$ cat src/rtl/mips_ctrl_pkg.sv
// Shared types and encodings for the multi-cycle MIPS control FSM.
package mips_ctrl_pkg;

   localparam int unsigned OP_W   = 6;
   localparam int unsigned FUNC_W = 6;
   localparam int unsigned ALU_W  = 3;
   localparam int unsigned SEL_W  = 2;

   typedef enum logic [3:0] {
      S_FETCH     = 4'd0,
      S_DECODE    = 4'd1,
      S_MEM_ADDR  = 4'd2,
      S_MEM_READ  = 4'd3,
      S_MEM_WB    = 4'd4,
      S_MEM_WRITE = 4'd5,
      S_R_EXEC    = 4'd6,
      S_R_WB      = 4'd7,
      S_BRANCH    = 4'd8,
      S_ADDI_EXEC = 4'd9,
      S_ADDI_WB   = 4'd10,
      S_JUMP      = 4'd11
   } state_e;

   localparam logic [OP_W-1:0] OP_RTYPE = 6'h00;
   localparam logic [OP_W-1:0] OP_LW    = 6'h23;
   localparam logic [OP_W-1:0] OP_SW    = 6'h2B;
   localparam logic [OP_W-1:0] OP_BEQ   = 6'h04;
   localparam logic [OP_W-1:0] OP_ADDI  = 6'h08;
   localparam logic [OP_W-1:0] OP_J     = 6'h02;

   localparam logic [FUNC_W-1:0] FN_ADD = 6'h20;
   localparam logic [FUNC_W-1:0] FN_SUB = 6'h22;
   localparam logic [FUNC_W-1:0] FN_AND = 6'h24;
   localparam logic [FUNC_W-1:0] FN_OR  = 6'h25;
   localparam logic [FUNC_W-1:0] FN_SLT = 6'h2A;

   localparam logic [ALU_W-1:0] ALU_AND = 3'b000;
   localparam logic [ALU_W-1:0] ALU_OR  = 3'b001;
   localparam logic [ALU_W-1:0] ALU_ADD = 3'b010;
   localparam logic [ALU_W-1:0] ALU_SUB = 3'b110;
   localparam logic [ALU_W-1:0] ALU_SLT = 3'b111;

   localparam logic SRCA_PC  = 1'b0;
   localparam logic SRCA_REG = 1'b1;

   localparam logic [SEL_W-1:0] SRCB_REG    = 2'b00;
   localparam logic [SEL_W-1:0] SRCB_FOUR   = 2'b01;
   localparam logic [SEL_W-1:0] SRCB_IMM    = 2'b10;
   localparam logic [SEL_W-1:0] SRCB_IMM_SH = 2'b11;

   localparam logic [SEL_W-1:0] PCSRC_ALU    = 2'b00;
   localparam logic [SEL_W-1:0] PCSRC_ALUOUT = 2'b01;
   localparam logic [SEL_W-1:0] PCSRC_JUMP   = 2'b10;

   typedef struct packed {
      logic             pc_enable;
      logic             instr_write;
      logic             reg_write;
      logic             alu_src_a;
      logic [SEL_W-1:0] alu_src_b;
      logic [SEL_W-1:0] pc_source;
      logic [ALU_W-1:0] alu_control;
      logic             mem_to_reg_sel;
      logic             reg_dest;
      logic             iord;
      logic             mem_read;
      logic             mem_write;
      logic             illegal_op;
      logic             mem_timeout;
   } ctrl_t;

   // States that wait on the memory handshake and are covered by the watchdog.
   function automatic logic is_wait_state(input state_e s);
      return (s == S_FETCH) || (s == S_MEM_READ) || (s == S_MEM_WRITE);
   endfunction

endpackage

$ cat src/rtl/alu_decoder.sv
// R-type func field to ALU operation, with a flag for supported funcs.
module alu_decoder
   import mips_ctrl_pkg::*;
(
   input  logic [FUNC_W-1:0] func_i,
   output logic [ALU_W-1:0]  alu_control_o,
   output logic              func_valid_o
);

   always_comb begin
      alu_control_o = ALU_ADD;
      func_valid_o  = 1'b1;
      case (func_i)
         FN_ADD:  alu_control_o = ALU_ADD;
         FN_SUB:  alu_control_o = ALU_SUB;
         FN_AND:  alu_control_o = ALU_AND;
         FN_OR:   alu_control_o = ALU_OR;
         FN_SLT:  alu_control_o = ALU_SLT;
         default: func_valid_o  = 1'b0;
      endcase
   end

endmodule

$ cat src/rtl/multi_cycle_controller.sv
// Multi-cycle MIPS control FSM with memory ready handshake and wait-state watchdog.
module multi_cycle_controller
   import mips_ctrl_pkg::*;
#(
   parameter int unsigned MEM_TIMEOUT = 16
) (
   input  logic              clock,
   input  logic              reset,
   input  logic [OP_W-1:0]   opcode,
   input  logic [FUNC_W-1:0] func,
   input  logic              zero_flag,
   input  logic              mem_ready,
   output logic              pc_enable,
   output logic              instr_write,
   output logic              reg_write,
   output logic              alu_src_a,
   output logic [SEL_W-1:0]  alu_src_b,
   output logic [SEL_W-1:0]  pc_source,
   output logic [ALU_W-1:0]  alu_control,
   output logic              mem_to_reg_sel,
   output logic              reg_dest,
   output logic              iord,
   output logic              mem_read,
   output logic              mem_write,
   output logic              illegal_op,
   output logic              mem_timeout
);

   localparam int unsigned CNT_W = (MEM_TIMEOUT > 1) ? $clog2(MEM_TIMEOUT) : 1;
   localparam logic [CNT_W-1:0] CNT_LAST = CNT_W'(MEM_TIMEOUT - 1);

   state_e           state_q, state_d;
   logic [CNT_W-1:0] cnt_q, cnt_d;
   ctrl_t            ctrl_c;
   logic [ALU_W-1:0] dec_alu_c;
   logic             dec_valid_c;
   logic             waiting_c;
   logic             expired_c;

   alu_decoder u_alu_decoder (
      .func_i        (func),
      .alu_control_o (dec_alu_c),
      .func_valid_o  (dec_valid_c)
   );

   assign waiting_c = is_wait_state(state_q) && !mem_ready;
   assign expired_c = waiting_c && (cnt_q == CNT_LAST);

   always_ff @(posedge clock or posedge reset) begin
      if (reset) begin
         state_q <= S_FETCH;
         cnt_q   <= '0;
      end else begin
         state_q <= state_d;
         cnt_q   <= cnt_d;
      end
   end

   always_comb begin
      state_d = state_q;
      ctrl_c  = '0;
      // Counter only survives a cycle of continued waiting; any exit or abort clears it.
      cnt_d   = (waiting_c && !expired_c) ? cnt_q + CNT_W'(1) : '0;

      case (state_q)
         S_FETCH: begin
            ctrl_c.mem_read    = 1'b1;
            ctrl_c.iord        = 1'b0;
            ctrl_c.alu_src_a   = SRCA_PC;
            ctrl_c.alu_src_b   = SRCB_FOUR;
            ctrl_c.alu_control = ALU_ADD;
            ctrl_c.pc_source   = PCSRC_ALU;
            if (mem_ready) begin
               ctrl_c.instr_write = 1'b1;
               ctrl_c.pc_enable   = 1'b1;
               state_d            = S_DECODE;
            end else if (expired_c) begin
               ctrl_c.mem_timeout = 1'b1;
            end
         end
         S_DECODE: begin
            ctrl_c.alu_src_a   = SRCA_PC;
            ctrl_c.alu_src_b   = SRCB_IMM_SH;
            ctrl_c.alu_control = ALU_ADD;
            case (opcode)
               OP_LW, OP_SW: state_d = S_MEM_ADDR;
               OP_BEQ:       state_d = S_BRANCH;
               OP_ADDI:      state_d = S_ADDI_EXEC;
               OP_J:         state_d = S_JUMP;
               OP_RTYPE: begin
                  if (dec_valid_c) begin
                     state_d = S_R_EXEC;
                  end else begin
                     ctrl_c.illegal_op = 1'b1;
                     state_d           = S_FETCH;
                  end
               end
               default: begin
                  ctrl_c.illegal_op = 1'b1;
                  state_d           = S_FETCH;
               end
            endcase
         end
         S_MEM_ADDR: begin
            ctrl_c.alu_src_a   = SRCA_REG;
            ctrl_c.alu_src_b   = SRCB_IMM;
            ctrl_c.alu_control = ALU_ADD;
            state_d            = (opcode == OP_SW) ? S_MEM_WRITE : S_MEM_READ;
         end
         S_MEM_READ: begin
            ctrl_c.mem_read = 1'b1;
            ctrl_c.iord     = 1'b1;
            if (mem_ready) begin
               state_d = S_MEM_WB;
            end else if (expired_c) begin
               ctrl_c.mem_timeout = 1'b1;
               state_d            = S_FETCH;
            end
         end
         S_MEM_WB: begin
            ctrl_c.reg_write      = 1'b1;
            ctrl_c.reg_dest       = 1'b0;
            ctrl_c.mem_to_reg_sel = 1'b1;
            state_d               = S_FETCH;
         end
         S_MEM_WRITE: begin
            ctrl_c.mem_write = 1'b1;
            ctrl_c.iord      = 1'b1;
            if (mem_ready) begin
               state_d = S_FETCH;
            end else if (expired_c) begin
               ctrl_c.mem_timeout = 1'b1;
               state_d            = S_FETCH;
            end
         end
         S_R_EXEC: begin
            ctrl_c.alu_src_a   = SRCA_REG;
            ctrl_c.alu_src_b   = SRCB_REG;
            ctrl_c.alu_control = dec_alu_c;
            state_d            = S_R_WB;
         end
         S_R_WB: begin
            ctrl_c.reg_write = 1'b1;
            ctrl_c.reg_dest  = 1'b1;
            state_d          = S_FETCH;
         end
         S_BRANCH: begin
            ctrl_c.alu_src_a   = SRCA_REG;
            ctrl_c.alu_src_b   = SRCB_REG;
            ctrl_c.alu_control = ALU_SUB;
            ctrl_c.pc_source   = PCSRC_ALUOUT;
            ctrl_c.pc_enable   = zero_flag;
            state_d            = S_FETCH;
         end
         S_ADDI_EXEC: begin
            ctrl_c.alu_src_a   = SRCA_REG;
            ctrl_c.alu_src_b   = SRCB_IMM;
            ctrl_c.alu_control = ALU_ADD;
            state_d            = S_ADDI_WB;
         end
         S_ADDI_WB: begin
            ctrl_c.reg_write = 1'b1;
            ctrl_c.reg_dest  = 1'b0;
            state_d          = S_FETCH;
         end
         S_JUMP: begin
            ctrl_c.pc_source = PCSRC_JUMP;
            ctrl_c.pc_enable = 1'b1;
            state_d          = S_FETCH;
         end
         default: state_d = S_FETCH;
      endcase

      // Outputs are gated by reset directly so enables drop as soon as reset rises.
      if (reset) begin
         ctrl_c = '0;
      end
   end

   assign pc_enable      = ctrl_c.pc_enable;
   assign instr_write    = ctrl_c.instr_write;
   assign reg_write      = ctrl_c.reg_write;
   assign alu_src_a      = ctrl_c.alu_src_a;
   assign alu_src_b      = ctrl_c.alu_src_b;
   assign pc_source      = ctrl_c.pc_source;
   assign alu_control    = ctrl_c.alu_control;
   assign mem_to_reg_sel = ctrl_c.mem_to_reg_sel;
   assign reg_dest       = ctrl_c.reg_dest;
   assign iord           = ctrl_c.iord;
   assign mem_read       = ctrl_c.mem_read;
   assign mem_write      = ctrl_c.mem_write;
   assign illegal_op     = ctrl_c.illegal_op;
   assign mem_timeout    = ctrl_c.mem_timeout;

endmodule

$ cat config.mk
export PLATFORM = sky130hd
export DESIGN_NAME = multi_cycle_controller
export DESIGN_NICKNAME = d
export VERILOG_FILES = /design/src/rtl/mips_ctrl_pkg.sv /design/src/rtl/alu_decoder.sv /design/src/rtl/multi_cycle_controller.sv
export SDC_FILE = /design/constraint.sdc
export NUM_CORES = 1
export LEC_CHECK = 0
export BUFFER_PORTS_ARGS = -buffer_cell sky130_fd_sc_hd__buf_2
export CAP_MARGIN = 40
export CORE_MARGIN = 3
export CORE_UTILIZATION = 49
export DETAILED_ROUTE_END_ITERATION = 10
export PLACE_DENSITY = 0.85
export SLEW_MARGIN = 5
export SYNTH_ARGS = -nofsm -noshare
export SYNTH_HDL_FRONTEND = slang
export SYNTH_HIERARCHICAL = 1
export SYNTH_SLANG_ARGS = --single-unit
$ cat constraint.sdc
create_clock -name clock -period 1.6 [get_ports clock]
set_input_delay 0.16 -clock clock [delete_from_list [all_inputs] [get_ports clock]]
set_output_delay 0.16 -clock clock [all_outputs]
set_load 0.02 [all_outputs]
# [After elaboration in Yosys (flattened, before gate mapping)]
# Cells that the tools add are included.
[op_classes] n_addsub=1 n_reduce_logical=19 mux=30 n_eq_ne=23
[op_table] cell="6-bit == test, second input constant" n=7
[op_table] cell="4-bit case mux with 7 select lines" n=1
[op_table] cell="3-bit case mux with 4 select lines" n=2
[op_table] cell="4-bit == test, second input constant" n=5
[op_table] cell="4-bit 2-to-1 mux" n=5
[op_table] cell="4-bit case mux with 5 select lines" n=1
[op_table] cell="18-bit 2-to-1 mux" n=1
[op_table] cell="4-bit by 3-bit == test with 1-bit output, second input constant" n=4
[op_table] cell="1-bit 2-to-1 mux" n=13
[op_table] cell="2-bit OR reduction" n=5
[op_table] cell="5-bit OR reduction" n=2
[op_table] cell="3-bit case mux with 3 select lines" n=1
[op_table] cell="4-bit by 2-bit == test with 1-bit output, second input constant" n=2
[op_table] cell="6-bit by 2-bit == test with 1-bit output, second input constant" n=1
[op_table] cell="6-bit by 3-bit == test with 1-bit output, second input constant" n=1
[op_table] cell="6-bit by 4-bit == test with 1-bit output, second input constant" n=1
[op_table] cell="6-bit logical NOT" n=1
[op_table] cell="3-bit 2-to-1 mux" n=2
[op_table] cell="3-bit OR reduction" n=2
[op_table] cell="4-bit by 1-bit adder with 4-bit output, second input constant" n=1
[op_table] cell="4-bit by 1-bit == test with 1-bit output, second input constant" n=1
[op_table] cell="4-bit logical NOT" n=1
[op_table] cell="2-bit case mux with 2 select lines" n=1
[op_table] cell="4-bit OR reduction" n=1
[op_table] cell="7 further kinds" n=11
[word_totals] word_cells=75 output_inout_bits=18 inputBits=16 regBits=8

# [Longest topological paths before layout]
# Gate-level depths: netlist of run 1.
[logic_depth] word_depth=9 mapped_depth=6 mapped_depth_nobuf=5

# [Modules after synthesis]
# The synthesis of run 1 kept the hierarchy.
[by_module_without_submodules] module="multi_cycle_controller" instances=1 cells_per_inst=109 seq_area_each_um2=200.2 area_each_um2=853.3
[by_module_without_submodules] module="alu_decoder" instances=1 cells_per_inst=9 seq_area_each_um2=0.0 area_each_um2=86.3

# [Worst setup path before layout of run 1]
# OpenSTA, ideal clock, no wires.
[synth_path] path_type="reg2out" from="register state_q[1]" to="output illegal_op" path_buffers=1 stages_incl_launch_ff=5 required_time_ns=1.440 arrival_ns=1.856 slack_ns=-0.416 path_cell_list="dfrtp_1 -> buf_2 -> nor4_1 -> nand2_1 -> a21oi_1"
[synth_between] elab_chain_cells=3
[synth_lines] element="start, declared" line="multi_cycle_controller.sv:32" rtl="state_e state_q, state_d;"
[synth_lines] element="start signal, assigned" line="multi_cycle_controller.sv:54" rtl="state_q <= state_d;"
[synth_lines] element="4-bit by 1-bit == test with 1-bit output" line="multi_cycle_controller.sv:65" rtl="case (state_q)"
[synth_lines] element="1-bit 2-to-1 mux" line="multi_cycle_controller.sv:65"
[synth_lines] element="18-bit 2-to-1 mux" line="multi_cycle_controller.sv:175" rtl="if (reset) begin"
[synth_lines] element="end, declared" line="multi_cycle_controller.sv:25" rtl="output logic illegal_op,"
# Every way passes these cells.

# [Final worst setup path of run 1]
[layout_path] from="register state_q[2]" to="output mem_timeout"
[layout_between] elab_chain_cells=9 word_cells_on_any_way=12 classes_between="2 x eq/ne; 4 x mux; 6 x reduce/logical"
[layout_lines] element="4-bit by 2-bit == test with 1-bit output / 4-bit logical NOT (equally long branches)" line="mips_ctrl_pkg.sv:74, multi_cycle_controller.sv:65"
[layout_lines] element="1-bit logical OR (2 in series)" line="mips_ctrl_pkg.sv:74" rtl="return (s == S_FETCH) || (s == S_MEM_READ) || (s == S_MEM_WRITE);"
[layout_lines] element="1-bit logical AND" line="multi_cycle_controller.sv:46" rtl="assign waiting_c = is_wait_state(state_q) && !mem_ready;"
[layout_lines] element="1-bit logical AND" line="multi_cycle_controller.sv:47" rtl="assign expired_c = waiting_c && (cnt_q == CNT_LAST);"
[layout_lines] element="1-bit 2-to-1 mux" line="multi_cycle_controller.sv:77, multi_cycle_controller.sv:115, multi_cycle_controller.sv:131"
[layout_lines] element="1-bit 2-to-1 mux" line="multi_cycle_controller.sv:113" rtl="if (mem_ready) begin"
[layout_lines] element="1-bit 2-to-1 mux (*)"
[layout_lines] element="18-bit 2-to-1 mux (*)" line="multi_cycle_controller.sv:175"
[layout_lines] element="end, declared" line="multi_cycle_controller.sv:26" rtl="output logic mem_timeout"
# Mark *: on every way between the ends. The rest lies on a longest branch, timed or not.

==> out/results.ini, run 1 <==
[yosys]
synth.most_common_cell=nor2_1
synth.distinct_cells=48
syn_avg_cell_area_sq_um=7.963
ys.flop_type=dfrtp_1
yosysSeqAreaShare=0.2130
synth_top_cells_by_count=11 x nor2_1, 10 x nand2_1, 8 x a21oi_1, 8 x dfrtp_1, 8 x nor3_1
synth-async-reset-ratio=1.000
synth_warnings=6
syn_area_sq_um=939.7
synth_nets=135
synthCells=118
ys_ff_latch=8
yosys-top-cells-area=dfrtp_1 21%, nor2_1 4.4%, a21oi_1 4.3%
yosysTopAreaCell=dfrtp_1
synth_top_area_share=0.2130
synth_edf_count=0

[routing]
antenna_left=0
drtPass1Iterations=4
vias_per_cell=6.070
vias=1123
finalWirelength_mm=3.006
route.detailed.drc=0
drtIter0Drc=22
wl_per_cell_um=16.25

[global_route]
grt_use_total=0.2538
overflow=0
grt_pass1_wl_mm=5.009
antenna_found_initial=0
grt_pass1_vias=1139
grt_max_degree=19

[cells_and_area]
area_growth_pct=47.00
seq_area_sq_um=203.9
final_core_util=0.7830
layout.nets=179
multi_input_area_sq_um=777.0
insertedDiodeCount=0
fillCellCount=138
drive_gt1_frac=0.4875

[run_status]
status=finished with violations
violations=setup timing

[power]
powerDensity_nw_per_um2=1057
p_leak_nw=0.5922
ir_worst_vdd_mv=0.7462

[worst_setup_path]
cp-end-kind=output pin
start_kind=flop
reg2reg_to=cnt_q[3]
rr_worst_depth=5
r2r_start=state_q[2]
arrival_ns=1.65
critPathMaxFanout=3
path_class=reg -> out
rrSetupSlack_ns=0.07
required_ns=1.44

[clock_network]
numCtsBuffers=3
cts_buffer_depth=2
clock_latency_ns=0.26
cts_tree=built
htree_levels=1
cts.sinks=8
clkTransAtPathRegs_ns=0.06
cts_root_buffer=clkbuf_4

[worst_hold_path]
hp-start=opcode[1]
hold_path_end=state_q[1]
min_delay_path_depth=3
hp-class=in -> reg

[floorplan]
core_sq_um=1764
die_x_um=49.79
io_pins=34
start_util=0.5326
rows=15
die-area_sq_um=2479
die_h_um=49.79

[timing]
setup_violations=10
skew_ns=0.01325
period_share=1.132
whs_ns=0.2754
hold_viol_final=0
period_minus_slack_ns=1.811
rsz0062_at_grt=true
worst_pin_slew_ns=0.3718
fin_ws_ns=-0.2109
maxSlewViolCount=0
maxSlewHeadroom=0.7521
max_freq_mhz=552.2

[placed_design]
place_congestion=0.8503
io_buffer_count=33
dpl.hpwl_mm=2.200

[job]
drv_cap=0

-- area by class of cell --
class / count / area share
repair buffers: 47 / 0.2400
clock buffers: 3 / 0.01630
inverters: 4 / 0.01087
well taps: 25 / 0.02265
flip-flops and latches: 8 / 0.1476
multi-input cells: 98 / 0.5625
-- registers in the layout, summed over array words and instances, names as in the netlist --
signal   flops
state_q      4
cnt_q        4
-- power by group --
part | switching [mW] | total [mW] | leakage, nW | internal (mW)
Sequential | 0.0701 | 0.321 | 0.103 | 0.251
Combinational | 0.544 | 0.984 | 0.475 | 0.439
Clock | 0.0691 | 0.155 | 0.0138 | 0.0859
Total | 0.684 | 1.46 | 0.592 | 0.776
-- metal layers --
| layer | global-route usage | part of all wire | routed length (um) |
|---|---|---|---|
| met1 | 0.3041 | 0.42 | 1265 |
| met2 | 0.4581 | 0.52 | 1553 |
| met3 | 0.06647 | 0.054 | 162 |
| met4 | 0.03687 | 0.0083 | 25 |
| met5 | 0 | 0 | 0 |
-- what timing repair did --
| item | 4_1_cts | 5_1_grt |
|---|---|---|
| setup endpoints to repair | 16 | 19 |
| gates resized for setup | 21 | 17 |
| buffers inserted | 1 | 1 |
| pin swaps | 4 | 2 |
| hold buffers | 1 | 0 |
| hold endpoints to repair | 4 | 0 |
-- placed cells by master (no fill, tap or decap), drive strengths merged, types with 2 or more instances in the layout --
| cell type | n |
|---|---|
| and3 | 2 |
| a31oi | 2 |
| o21ai | 6 |
| nor4 | 3 |
| buf | 46 |
| nand4b | 3 |
| nor4b | 2 |
| nand4bb | 2 |
| nor3 | 8 |
| a21oi | 8 |
| inv | 4 |
| mux2i | 3 |
| xnor2 | 4 |
| nand2b | 6 |
| dfrtp | 8 |
| clkbuf | 3 |
| nand3 | 4 |
| nor2 | 11 |
| nand2 | 10 |
| o311ai | 2 |
-- worst max-delay path by stage --
| stage | from | endpoint | slack (ns) | cells after the start |
|---|---|---|---|---|
| floorplan | state_q[1] | illegal_op | -0.16 | 4 |
| global placement | state_q[3] | state_q[1] | 0.004 | 4 |
| detailed placement | state_q[3] | state_q[0] | -0.09 | 4 |
| CTS | state_q[2] | mem_timeout | -0.18 | 5 |
| global route | state_q[2] | mem_timeout | -0.27 | 5 |
| finish | state_q[2] | mem_timeout | -0.21 | 5 |
-- through the flow --
step | cell area [sq um] | total power [mW] | cells | setup WS [ns] | setup TNS [ns]
4_1_cts | 1306 | 1.390 | 184 | -0.1753 | -0.7189
3_3_place_gp | 1207 | 1.097 | 179 | 0.004460 | 0
6_report | 1381 | 1.460 | 185 | -0.2109 | -0.6801
3_5_place_dp | 1207 | 1.138 | 179 | -0.08624 | -0.1951
5_1_grt | 1381 | 1.560 | 185 | -0.2746 | -1.696
2_1_floorplan | 960.9 | 0.8641 | 118 | -0.1617 | -0.1617
-- critical path: stages, from the launching register on --
cell     delay, ns
dfrtp_2       0.45
and2b_1       0.21
mux2i_1       0.07
or3_4         0.38
nor3_2        0.12
buf_4         0.17
-- logic make-up (layout without fill, tap and decap cells) --
family / after synthesis / in the layout / share of synthesized area
AO/OA/AOI/OAI: 30 / 30 / 0.2211
XOR/XNOR: 4 / 4 / 0.04528
adder cells (fa/ha/maj): 2 / 2 / 0.02397
buffers and inverters: 12 / 54 / 0.06391
flip-flops: 8 / 8 / 0.2130
multiplexers: 4 / 4 / 0.04394
AND/OR/NAND/NOR: 58 / 58 / 0.3888
Power figures use the tool's default switching activity.
==> run 2: changes to the inputs <==
- CORE_ASPECT_RATIO: default -> 1.75
- CORE_UTILIZATION: 49 -> 30
- PLACE_DENSITY: 0.85 -> 0.59
==> run 2 against run 1 <==
Against the previous run: the flow still finishes with violations (setup timing); clock power up 49%; critical path depth unchanged; flip-flop and latch count unchanged; clock-buffer cell count stayed put; die area up 56%; global-route usage fell by 11 points; routed wire length decreased by 5.3%; final area up 3.3%; via count up 0.27%; largest power group unchanged; first-iteration DRC count rose by 27%.
==> out/results.ini, run 2 (same netlist as run 1, synthesis figures left out) <==
[run_status]
status=finished with violations
violations=setup timing

[routing]
drtIter0Drc=28  ; +27%
vias_per_cell=5.466  ; -10%
antenna_left=0  ; unchanged
routed-wl-met2_mm=1.628  ; +4.8%
wl_met3_um=158  ; -2.5%
top_layer=met4
drt-met1-wl_mm=1.034  ; -18%
vias=1126  ; +0.27%
finalWirelength_mm=2.846  ; -5.3%
route.detailed.drc=0  ; unchanged
drtPass1Iterations=4  ; unchanged
wl_per_cell_um=13.82  ; -15%

[worst_setup_path]
start_kind=flop
critPathMaxFanout=5  ; +2
path_class=reg -> out
arrival_ns=1.55  ; -0.10 ns
required_ns=1.44  ; about the same
cp-end-kind=output pin
r2r_start=state_q[0]
crit_start=state_q[0]

[global_route]
grt_max_degree=16  ; -3
grt_pass1_vias=1070  ; -6.1%
grt_pass1_wl_mm=4.519  ; -9.8%
grt_use_total=0.1447  ; -0.1091
antenna_found_initial=0  ; unchanged
overflow=0  ; unchanged

[timing]
rsz0062_at_grt=true
maxSlewViolCount=0  ; unchanged
skew_ns=0.002347  ; -0.01090 ns
maxSlewHeadroom=0.7224  ; -0.02976
period_share=1.070  ; -0.06214
fin_ws_ns=-0.1115  ; +0.09942 ns
max_freq_mhz=584.3  ; +5.8%
worst_pin_slew_ns=0.4112  ; +0.03943 ns
period_minus_slack_ns=1.711  ; -0.09942 ns
hold_viol_final=0  ; unchanged
setup_violations=3  ; -7

[cells_and_area]
final_core_util=0.4818  ; -0.3012
layout.nets=183  ; +2.2%
final_cells=206  ; +11%
area_growth_pct=51.80
layout_common_cells=25 x buf_4, 22 x buf_2, 9 x nand2_1, 8 x nor2_1
drive_gt1_frac=0.5244  ; +0.03689
largestRegisters=cnt_q (4), state_q (4)
layout_commonest_cell=buf_4
insertedDiodeCount=0  ; unchanged

[clock_network]
htree_levels=1  ; unchanged
clock_latency_ns=0.22  ; -0.04 ns
cts_root_buffer=clkbuf_8
cts_buffer_depth=2  ; unchanged
cts.sinks=8  ; unchanged
ctsHoldBuffers=0  ; -1
numCtsBuffers=3  ; unchanged
clkTransAtPathRegs_ns=0.04  ; -0.02 ns
cts_tree=built

[placed_design]
place_congestion=0.8935  ; +5.1%
dpl.hpwl_mm=2.177  ; -1.1%
io_buffer_count=33  ; unchanged
dp_cells=198  ; +11%
post-place-ws_ns=0.06087  ; +0.1471 ns

[power]
powerDensity_nw_per_um2=1113  ; +5.4%
p_leak_nw=0.6067  ; +2.4%
ir_worst_vdd_mv=0.4488  ; -40%

[job]
drv_cap=0  ; unchanged

[floorplan]
rows=26  ; +11
core_sq_um=2960  ; +68%
die_h_um=80.04  ; +61%
start_util=0.3174  ; -0.2152
io_pins=34  ; unchanged
die-area_sq_um=3866  ; +56%
die_x_um=48.31  ; -3.0%

[worst_hold_path]
hp-class=in -> async

-- run 2: path summary, 6_finish.rpt --
path	end	slack (ns)	cells past startpoint
max reg2reg	cnt_q[3]	0	6
min reg2reg	cnt_q[0]	0.52	1
max	mem_timeout	-0.11	5
min in group clock	state_q[1]	0.32	3
max in group asynchronous	state_q[0]	1.28	2
min	cnt_q[3]	0.06	2
-- run 2: stage by stage --
stage	power [mW]	setup TNS [ns]	area [sq um]	hold WS, ns
after floorplan	0.8641	-0.1617	960.9	0.2127
after global placement	1.137	0	1231	0.2633
after detailed placement	1.149	0	1231	0.2694
after CTS	1.403	-0.3452	1289	0.03553
after global routing	1.702	-0.8827	1426	0.09354
final	1.588	-0.2211	1426	0.06047
-- run 2: worst max-delay path, cell delays in order, from the launching register on --
cell and delay (ns):
dfrtp_2 0.46, xnor2_2 0.16, mux2i_1 0.09, or3_4 0.34, nor3_2 0.12, buf_4 0.16
-- run 2: area by class of cell --
class                           count  area, sq um
Fill cell                         296         1534
Clock buffer                        3        41.29
Tap cell                           42        52.55
Timing Repair Buffer               51        342.8
Inverter                            4        15.01
Multi-Input combinational cell     98        769.5
Sequential cell                     8        205.2
-- run 2: repair_timing --
| item | 4_1_cts | 5_1_grt |
|---|---|---|
| setup buffers | 0 | 5 |
| resized for setup | 6 | 30 |
| endpoints found under the hold margin | 0 | 0 |
| cloned | 0 | 0 |
| pin swaps | 0 | 4 |
| endpoints found under the setup margin | 11 | 17 |
-- run 2: where the power goes --
part,switching [mW],internal (mW)
registers,0.0866,0.254
clock network,0.0693,0.162
logic,0.522,0.494
total,0.678,0.910
-- run 2: routing by layer --
metal	up-vias	GRT usage
li1	537	-
met1	545	0.1476
met2	40	0.2914
met3	4	0.03178
met4	0	0.03419
met5	-	0
